<file path="src/rtl/exc_arbiter_pkg.sv">
// Shared definitions for the exception arbiter: code widths, exception codes,
// Status bit positions, FSM states and the EPC helper.
package exc_arbiter_pkg;

    localparam int EXC_CODE_WIDTH = 5;
    localparam int INT_MASK_WIDTH = 8;

    // Exception codes as seen by cp0; EC_ERET and EC_NONE sit in unused encodings.
    localparam logic [EXC_CODE_WIDTH-1:0] EC_INT     = 5'h00;
    localparam logic [EXC_CODE_WIDTH-1:0] EC_ADEL    = 5'h04;
    localparam logic [EXC_CODE_WIDTH-1:0] EC_ADES    = 5'h05;
    localparam logic [EXC_CODE_WIDTH-1:0] EC_SYSCALL = 5'h08;
    localparam logic [EXC_CODE_WIDTH-1:0] EC_BP      = 5'h09;
    localparam logic [EXC_CODE_WIDTH-1:0] EC_RI      = 5'h0a;
    localparam logic [EXC_CODE_WIDTH-1:0] EC_OV      = 5'h0c;
    localparam logic [EXC_CODE_WIDTH-1:0] EC_ERET    = 5'h1e;
    localparam logic [EXC_CODE_WIDTH-1:0] EC_NONE    = 5'h1f;

    // Status register bit positions
    localparam int STATUS_IE    = 0;
    localparam int STATUS_EXL   = 1;
    localparam int STATUS_IM_LO = 8;
    localparam int STATUS_IM_HI = 15;

    typedef enum logic [1:0] {
        ST_IDLE     = 2'd0,
        ST_ISSUE    = 2'd1,
        ST_WAIT_JMP = 2'd2
    } arb_state_t;

    // An instruction in a delay slot restarts at its branch, one word earlier.
    function automatic logic [31:0] calc_epc(input logic [31:0] pc, input logic in_bds);
        return in_bds ? (pc - 32'd4) : pc;
    endfunction

endpackage

</file>
<file path="src/rtl/exc_arbiter_irq_sync.sv">
// Multi-flop synchronizer for asynchronous level-sensitive interrupt lines.
module irq_sync #(
    parameter int WIDTH  = 5,
    parameter int STAGES = 2
) (
    input  logic             clk,
    input  logic             rst,
    input  logic [WIDTH-1:0] async_in,
    output logic [WIDTH-1:0] sync_out
);

    logic [WIDTH-1:0] chain [STAGES];

    // Shift each line through the flop chain; reset clears every stage.
    always_ff @(posedge clk) begin
        if (rst) begin
            for (int i = 0; i < STAGES; i++) chain[i] <= '0;
        end else begin
            chain[0] <= async_in;
            for (int i = 1; i < STAGES; i++) chain[i] <= chain[i-1];
        end
    end

    assign sync_out = chain[STAGES-1];

endmodule

</file>
<file path="src/rtl/exc_arbiter.sv">
// Exception/interrupt arbiter feeding cp0: selects one event at the commit
// stage, issues a one-cycle pulse with flush, stalls until cp0 redirects.
module exc_arbiter
    import exc_arbiter_pkg::*;
#(
    parameter int NR_HW_IRQ   = 5,
    parameter int SYNC_STAGES = 2,
    parameter int JMP_TIMEOUT = 7
) (
    input  logic                      clk,
    input  logic                      rst,
    input  logic [NR_HW_IRQ-1:0]      hw_irq,
    input  logic                      int_timer_req,
    input  logic [31:0]               cp0_status,
    output logic [INT_MASK_WIDTH-1:0] cause_ip,
    input  logic                      mem_valid,
    input  logic [EXC_CODE_WIDTH-1:0] mem_exc_code,
    input  logic [31:0]               mem_pc,
    input  logic                      mem_in_bds,
    input  logic [31:0]               mem_badvaddr,
    output logic [EXC_CODE_WIDTH-1:0] exc_code,
    output logic [31:0]               exc_epc,
    output logic [31:0]               exc_badvaddr,
    input  logic                      exc_jmp_flag,
    output logic                      pipe_flush,
    output logic                      pipe_stall,
    output logic                      timeout_err
);

    localparam logic [3:0] TMO_LIM = 4'(JMP_TIMEOUT);

    arb_state_t                state, state_nxt;
    logic [3:0]                cnt, cnt_nxt;
    logic                      tmo_set, load;
    logic [NR_HW_IRQ-1:0]      hw_sync;
    logic                      int_pend, exc_req, eret_req, trigger;
    logic [EXC_CODE_WIDTH-1:0] ev_code, code_q;
    logic [31:0]               ev_epc, ev_bad, epc_q, bad_q;
    logic                      unused_status;

    assign unused_status = ^{cp0_status[31:16], cp0_status[7:2]};

    irq_sync #(
        .WIDTH  (NR_HW_IRQ),
        .STAGES (SYNC_STAGES)
    ) u_irq_sync (
        .clk      (clk),
        .rst      (rst),
        .async_in (hw_irq),
        .sync_out (hw_sync)
    );

    // Pending-interrupt vector for cp0: timer on top, synchronized lines at [2+].
    always_comb begin
        cause_ip = '0;
        cause_ip[INT_MASK_WIDTH-1] = int_timer_req;
        cause_ip[2 +: NR_HW_IRQ] = hw_sync;
    end

    // Pick the event for the instruction at commit; interrupts outrank exceptions.
    always_comb begin
        int_pend = cp0_status[STATUS_IE] & ~cp0_status[STATUS_EXL]
                 & (|(cause_ip & cp0_status[STATUS_IM_HI:STATUS_IM_LO]));
        exc_req  = (mem_exc_code != EC_NONE) && (mem_exc_code != EC_ERET);
        eret_req = (mem_exc_code == EC_ERET);
        trigger  = 1'b0;
        ev_code  = EC_NONE;
        ev_epc   = '0;
        ev_bad   = '0;
        if (mem_valid) begin
            if (int_pend) begin
                trigger = 1'b1;
                ev_code = EC_INT;
                ev_epc  = calc_epc(mem_pc, mem_in_bds);
            end else if (exc_req) begin
                trigger = 1'b1;
                ev_code = mem_exc_code;
                ev_epc  = calc_epc(mem_pc, mem_in_bds);
                ev_bad  = mem_badvaddr;
            end else if (eret_req) begin
                trigger = 1'b1;
                ev_code = EC_ERET;
            end
        end
    end

    // Next-state, wait counter and pipeline control outputs.
    always_comb begin
        state_nxt  = state;
        cnt_nxt    = cnt;
        tmo_set    = 1'b0;
        load       = 1'b0;
        exc_code   = EC_NONE;
        pipe_flush = 1'b0;
        pipe_stall = 1'b0;
        case (state)
            ST_IDLE: begin
                if (trigger) begin
                    state_nxt = ST_ISSUE;
                    load      = 1'b1;
                end
            end
            ST_ISSUE: begin
                exc_code   = code_q;
                pipe_flush = 1'b1;
                pipe_stall = 1'b1;
                state_nxt  = ST_WAIT_JMP;
                cnt_nxt    = '0;
            end
            ST_WAIT_JMP: begin
                pipe_stall = 1'b1;
                if (exc_jmp_flag) begin
                    state_nxt = ST_IDLE;
                end else begin
                    cnt_nxt = cnt + 4'd1;
                    if (cnt_nxt == TMO_LIM) begin
                        tmo_set   = 1'b1;
                        state_nxt = ST_IDLE;
                    end
                end
            end
            default: state_nxt = ST_IDLE;
        endcase
    end

    // State, counter, sticky timeout flag and the captured event payload.
    always_ff @(posedge clk) begin
        if (rst) begin
            state       <= ST_IDLE;
            cnt         <= '0;
            timeout_err <= 1'b0;
            code_q      <= EC_NONE;
            epc_q       <= '0;
            bad_q       <= '0;
        end else begin
            state <= state_nxt;
            cnt   <= cnt_nxt;
            if (tmo_set) timeout_err <= 1'b1;
            if (load) begin
                code_q <= ev_code;
                epc_q  <= ev_epc;
                bad_q  <= ev_bad;
            end
        end
    end

    assign exc_epc      = epc_q;
    assign exc_badvaddr = bad_q;

endmodule

</file>
<file path="config.mk">
export PLATFORM = sky130hd
export DESIGN_NAME = exc_arbiter
export DESIGN_NICKNAME = d
export VERILOG_FILES = /design/src/rtl/exc_arbiter_pkg.sv /design/src/rtl/exc_arbiter_irq_sync.sv /design/src/rtl/exc_arbiter.sv
export SDC_FILE = /design/constraint.sdc
export NUM_CORES = 1
export LEC_CHECK = 0
export ABC_AREA = 0
export ABC_CLOCK_PERIOD_IN_PS = 2900
export CORE_MARGIN = 3
export CORE_UTILIZATION = 39
export DETAILED_ROUTE_END_ITERATION = 12
export PLACE_DENSITY = 0.8
export REMOVE_ABC_BUFFERS = 1
export SETUP_SLACK_MARGIN = 0.3
export SLEW_MARGIN = 20
export SYNTH_ARGS = -nofsm -noshare
export SYNTH_HDL_FRONTEND = slang
export SYNTH_HIERARCHICAL = 1
export SYNTH_SLANG_ARGS = --single-unit
export TNS_END_PERCENT = 50
</file>
<file path="constraint.sdc">
create_clock -name clk -period 2.9 [get_ports clk]
set_input_delay 0.435 -clock clk [delete_from_list [all_inputs] [get_ports clk]]
set_output_delay 0.435 -clock clk [all_outputs]
set_load 0.05 [all_outputs]
</file>
# --- Yosys cells after proc, flatten, opt, wreduce, memory -nomap -nowiden ---
# Memory sizes are Yosys's and may differ from the RTL's.
# Index checks and enable logic that the tools add are counted.
totals:
  out_inout_bits: 80
  elab_cells: 65
  mem_count: 1
  in_bits: 112
  mem_bits_rw: 10
  reg_bits: 76
op_classes:
  n_reduce_logical: 7
  add_sub_neg: 2
  mux: 34
  bitwise: 6
  eq_ne: 9
mem_list:
  columns: ["name", "words", "width", "read_ports", "rd_clocked_by_memory_dff", "write_ports", "line", "rtl"]
  rows:
  - ["u_irq_sync.chain", 2, 5, 2, 0, 2, "exc_arbiter_irq_sync.sv:12", "logic [WIDTH-1:0] chain [STAGES];"]
ops:
  columns: ["op", "count"]
  rows:
  - ["2-to-1 mux 32 bit", 7]
  - ["subtractor 32 x 3 -> 32 bit (second input constant)", 1]
  - ["2-to-1 mux 5 bit", 6]
  - ["2-to-1 mux 1 bit", 15]
  - ["!= test 5 bit (second input constant)", 2]
  - ["AND 8 bit", 1]
  - ["case mux 4 bit (2 select lines)", 1]
  - ["OR reduction 8 bit", 1]
  - ["2-to-1 mux 2 bit", 3]
  - ["case mux 2 bit (3 select lines)", 1]
  - ["== test 5 bit (second input constant)", 1]
  - ["adder 4 x 1 -> 4 bit (second input constant)", 1]
  - ["== test 4 x 3 -> 1 bit (second input constant)", 1]
  - ["2-to-1 mux 4 bit", 1]
  - ["!= test 2 bit (second input constant)", 2]
  - ["AND reduction 2 bit", 2]
  - ["!= test 3 bit (second input constant)", 1]
  - ["AND 1 bit", 2]
  - ["== test 2 x 1 -> 1 bit (second input constant)", 1]
  - ["== test 2 bit (second input constant)", 1]
  - ["logical NOT 2 bit", 1]
  - ["bitwise OR 1 bit", 2]
  - ["nonzero test 2 bit", 1]
  - ["OR reduction 2 bit", 1]
  - ["2 further kinds", 2]

# --- Logic depth before layout (Yosys ltp) ---
# An unclocked memory read counts as a cell.
logic_depth:
  depth_word: 8
  depth_mapped: 8
  mapped_depth_nobuf: 7

# --- Cells and area by module ---
# Netlist, hierarchy kept.
by_module_without_submodules:
  columns: ["mod", "n_inst", "seq_area_each_um2", "area_each_um2", "cells_each"]
  rows:
  - ["exc_arbiter", 1, 1521.5, 3276.9, 358]
  - ["irq_sync", 1, 200.2, 300.3, 25]

# --- Worst setup path after synthesis ---
# No wires, ideal clock.
synth_timing:
  kind: "input port to flip-flop"
  startpoint: "input port mem_pc[18]"
  endpoint: "register epc_q[31], in the netlist exc_epc[31]"
  slack_ns: 0.618
  n_path_buf: 1
  stages: 6
  required_time_ns: 2.768
  setup_time_ns: 0.132
  t_arrival_ns: 2.150
  path_cell_list: "or3_1 -> buf_2 -> or4_4 -> or4_1 -> o311ai_1 -> nand3_1"
synth_between:
  elab_chain_len: 5
synth_lines:
  columns: ["element", "line", "rtl"]
  rows:
  - ["start: declaration", "exc_arbiter.sv:18", "input logic [31:0] mem_pc,"]
  - ["subtractor 32 x 3 -> 32 bit *", "exc_arbiter_pkg.sv:33", "return in_bds ? (pc - 32'd4) : pc;"]
  - ["2-to-1 mux 32 bit *", "exc_arbiter_pkg.sv:33", null]
  - ["2-to-1 mux 32 bit", "exc_arbiter.sv:75", "end else if (exc_req) begin"]
  - ["2-to-1 mux 32 bit *", "exc_arbiter.sv:71", "if (int_pend) begin"]
  - ["2-to-1 mux 32 bit *", "exc_arbiter.sv:70", "if (mem_valid) begin"]
  - ["end signal: assignment", "exc_arbiter.sv:141", "epc_q <= ev_epc;"]
  - ["end: declaration", "exc_arbiter.sv:38", "logic [31:0] ev_epc, ev_bad, epc_q, bad_q;"]
# Every way passes the cells marked *; elsewhere a longest branch is shown, timed or not.
# A chain may end at the register's enable or synchronous reset.

# --- Worst setup path in the final report ---
layout_timing:
  startpoint: "input port mem_pc[26]"
  endpoint: "register epc_q[31], in the netlist exc_epc[31]"
# The elaborated chain is that of the path after synthesis.

==> impl_metrics.csv <==
group,metric,value,unit
timing,setup_viol,0,
detailed_routing,wirelength,10000,um
floorplanning,die_h,102,um
finish,drive_above_1_share,5.83,%
hold_path,hold_end,"u_irq_sync/chain[0][8]",
finish,instances_no_fill,657,
worst_setup_path,max_stage_delay,540,ps
clock_network,path_clk_slew,80,ps
worst_setup_path,rr_worst_depth,8,
timing,rsz0062_at_grt,"no",
job,cap_violations,0,
logic_synthesis,ys_ff_latch,86,
logic_synthesis,avgSynthCellArea,9.34,um^2
timing,finalClockSkew,10.6,ps
global_routing,grt-ovfl-total,0,
floorplanning,start_util,40.6,%
clock_network,ctsResizeCount,0,
floorplanning,die_area,10400,um^2
placed_design,dp_cells,641,
finish,area_growth,56.2,%
floorplanning,die_x,102,um
detailed_routing,dr_wl_met3,694,um
placed_design,place_hpwl,7570,um
timing,tightest_slew,584,ps
timing,finalCritPeriodShare,84.8,%
detailed_routing,drt_iter0_markers,89,
detailed_routing,highest_layer,"met4",
worst_setup_path,path_class,"input port to flip-flop",
logic_synthesis,synth-seq-area-share,48.1,%
detailed_routing,first_pass_iters,4,
detailed_routing,route.met2.wl,4870,um
clock_network,clock-sinks,86,
timing,max_freq,0.407,GHz
logic_synthesis,ys_async_sr_fraction,0,%
hold_path,whs_path_depth,1,
logic_synthesis,synth_edf_count,0,
logic_synthesis,syn_inst,383,
clock_network,htreeDepth,3,
worst_setup_path,path_cells,"clkdlybuf4s50_1 -> or4_1 -> or4_4 -> or4_1 -> o311ai_1 -> nand3_1",
pwr,p_per_area,584,nW/um^2
global_routing,grt_pass1_wl,16000,um
detailed_routing,drtAntennaViolNets,0,
worst_setup_path,worstSetupEndpointType,"flip-flop",
logic_synthesis,ys.flop_type,"dfxtp_1",
worst_setup_path,reg2reg_from,"state[0]",
timing,timing.final.max_slew_violations,0,
logic_synthesis,synthesis.area,3580,um^2
placed_design,io_buffers,165,
floorplanning,num_rows,34,
pwr,ir_drop,0.000306,V
global_routing,track_usage,19.3,%
pwr,p_leak,2.05,nW
clock_network,cts_tree,"built",
clock_network,post_cts_buffers,0,
clock_network,cts_buffers,9,
finish,multiInputGateArea,1720,um^2
detailed_routing,wire_per_inst,15.3,um
hold_path,holdCritPathClass,"flip-flop to flip-flop",
global_routing,grt_pass1_vias,3222,
finish,nFillCells,744,
clock_network,cts_root_buf,"clkbuf_8",
floorplanning,io_pins,192,
detailed_routing,drt-met1-wl,4290,um
worst_setup_path,cpMaxStageDelayCell,"or4_1",
clock_network,ctsHoldBuffers,0,
worst_setup_path,r2r_end,"state[0]",
placed_design,place.gp.congestion,0.809,
detailed_routing,vias,3394,
logic_synthesis,ys.warnings.count,6,
worst_setup_path,reg2reg_slack,970,ps
worst_setup_path,worst_setup_path_start_kind,"input port",
clock_network,clock_path_buffers,2,
worst_setup_path,arrival,2680,ps
timing,slew_headroom,61.0,%
worst_setup_path,critical_path_required,3120,ps
finish,post-route-util,63.5,%
global_routing,grt_start_max_net_pins,54,
logic_synthesis,yosysUniqueCellTypes,42,
global_routing,antenna_found_initial,0,
finish,nNetsFinal,662,
detailed_routing,vias_per_cell,5.17,
floorplanning,core-area,8810,um^2
finish,antenna_cells,0,
detailed_routing,route.detailed.drc,0,
timing,fin_crit,2460,ps
hold_path,hold_start,"u_irq_sync/chain[0][3]",
finish,seqCellArea,1720,um^2
worst_setup_path,critPathMaxFanout,5,
worst_setup_path,cp_common_cell,"or4_1",
clock_network,insertion_delay,350,ps
run_status,outcome,"completed",
timing,final_hold_viol_count,0,
-- cell usage in the layout (no fill, tap or decap), drive strengths merged, types with 2 or more instances in the layout --
cell type,Yosys,final
a211o,5,5
a21oi,9,9
a22o,34,34
a22oi,14,14
a311oi,3,3
a31oi,2,2
buf,11,9
bufinv,0,3
clkbuf,14,11
clkdlybuf4s50,0,165
clkinvlp,0,2
conb,1,2
dfxtp,86,86
ha,6,6
inv,6,6
mux2i,2,2
nand2,37,37
nand2b,11,11
nand3,4,4
nand4,2,2
nor2,33,33
nor2b,13,13
nor3,8,8
nor4,11,11
o21ai,22,22
or2,2,2
or3,4,4
or4,5,5
xnor2,17,17
xor2,9,9
-- worst max-delay path: cells and delay by family --
kind / cells / cell delay, ps
and+or+nand+nor: 4 / 1530
buffers and inverters: 1 / 470
AOI/OAI and AO/OA: 1 / 250
-- sequential cells by signal, summed over array words and instances, names as in the netlist --
signal	count
state	2
cnt	4
exc_epc	32
code_q	5
u_irq_sync/chain	10
timeout_err	1
exc_badvaddr	32
-- power breakdown --
part,internal (mW),switching [mW],leakage [nW]
combinational,0.358,0.541,1.23
clock,0.619,0.422,0.122
sequential,1.28,0.0487,0.706
total,2.25,1.01,2.05
-- through the flow --
step / setup TNS [ps] / power, mW / instance area [um^2] / setup WS (ps) / hold WS, ps
floorplan: -61550 / 1.86 / 3450 / -1220 / 414
global placement: 0 / 2.24 / 5330 / 163 / 418
detailed placement: 0 / 2.26 / 5330 / 86.0 / 424
CTS: 0 / 3.30 / 5590 / 415 / 444
global route: 0 / 3.40 / 5590 / 353 / 463
finish: 0 / 3.27 / 5590 / 442 / 442
-- kinds of logic (layout without fill, tap and decap cells) --
logic type | after synthesis | after routing | synth area share (%)
simple gates | 137 | 137 | 19.5
compound gates | 94 | 94 | 19.1
flops | 86 | 86 | 48.1
buf+inv | 31 | 196 | 4.16
xor+xnor | 26 | 26 | 6.37
fa+ha+maj | 6 | 6 | 2.10
mux | 2 | 2 | 0.560
other cells | 1 | 2 | 0.105
-- worst max path at each step --
stage                                       from               to  slack [ps]  cells after the start
after floorplan           u_irq_sync/chain[0][5]  exc_badvaddr[0]       -1220                      4
after detailed placement              mem_pc[26]      exc_epc[31]          90                      6
after CTS                               state[1]      exc_code[3]         410                      4
after global routing                   mem_pc[6]      exc_epc[21]         350                      6
final                                 mem_pc[26]      exc_epc[31]         440                      6
after global placement                mem_pc[26]      exc_epc[31]         160                      6
-- area by class of cell --
type / instances / area share [%]
well taps: 108 / 2.42
multi-input cells: 267 / 30.8
clock buffers: 11 / 2.71
clock inverters: 5 / 1.88
flip-flops and latches: 86 / 30.8
inverters: 6 / 0.403
repair buffers: 174 / 31.0
-- cells in the mapped netlist, types with 4 or more instances --
cell type   n  area share, %
buf_4       8            1.7
xnor2_1    17            4.2
nor3_1      8            1.1
nor2_1     33            3.5
inv_1       6           0.63
clkbuf_1   14            1.5
a22oi_1    14            2.9
nand3_1     4           0.56
nor2b_1    13            2.3
or3_1       4           0.70
a21oi_1     9            1.3
o21ai_0    22            3.1
a211o_1     5            1.2
xor2_1      9            2.2
a22o_1     34            8.3
nand2b_1   11            1.9
nand2_1    37            3.9
ha_1        6            2.1
or4_1       4           0.84
nor4_1     11            1.9
dfxtp_1    86             48
-- layer usage --
layer / vias to the layer above / global-route usage [%]
met3: 14 / 5.37
met1: 1593 / 24.0
met5: - / 0
li1: 1683 / -
met4: 0 / 6.65
met2: 104 / 32.1
(Power assumes the default switching activity.)
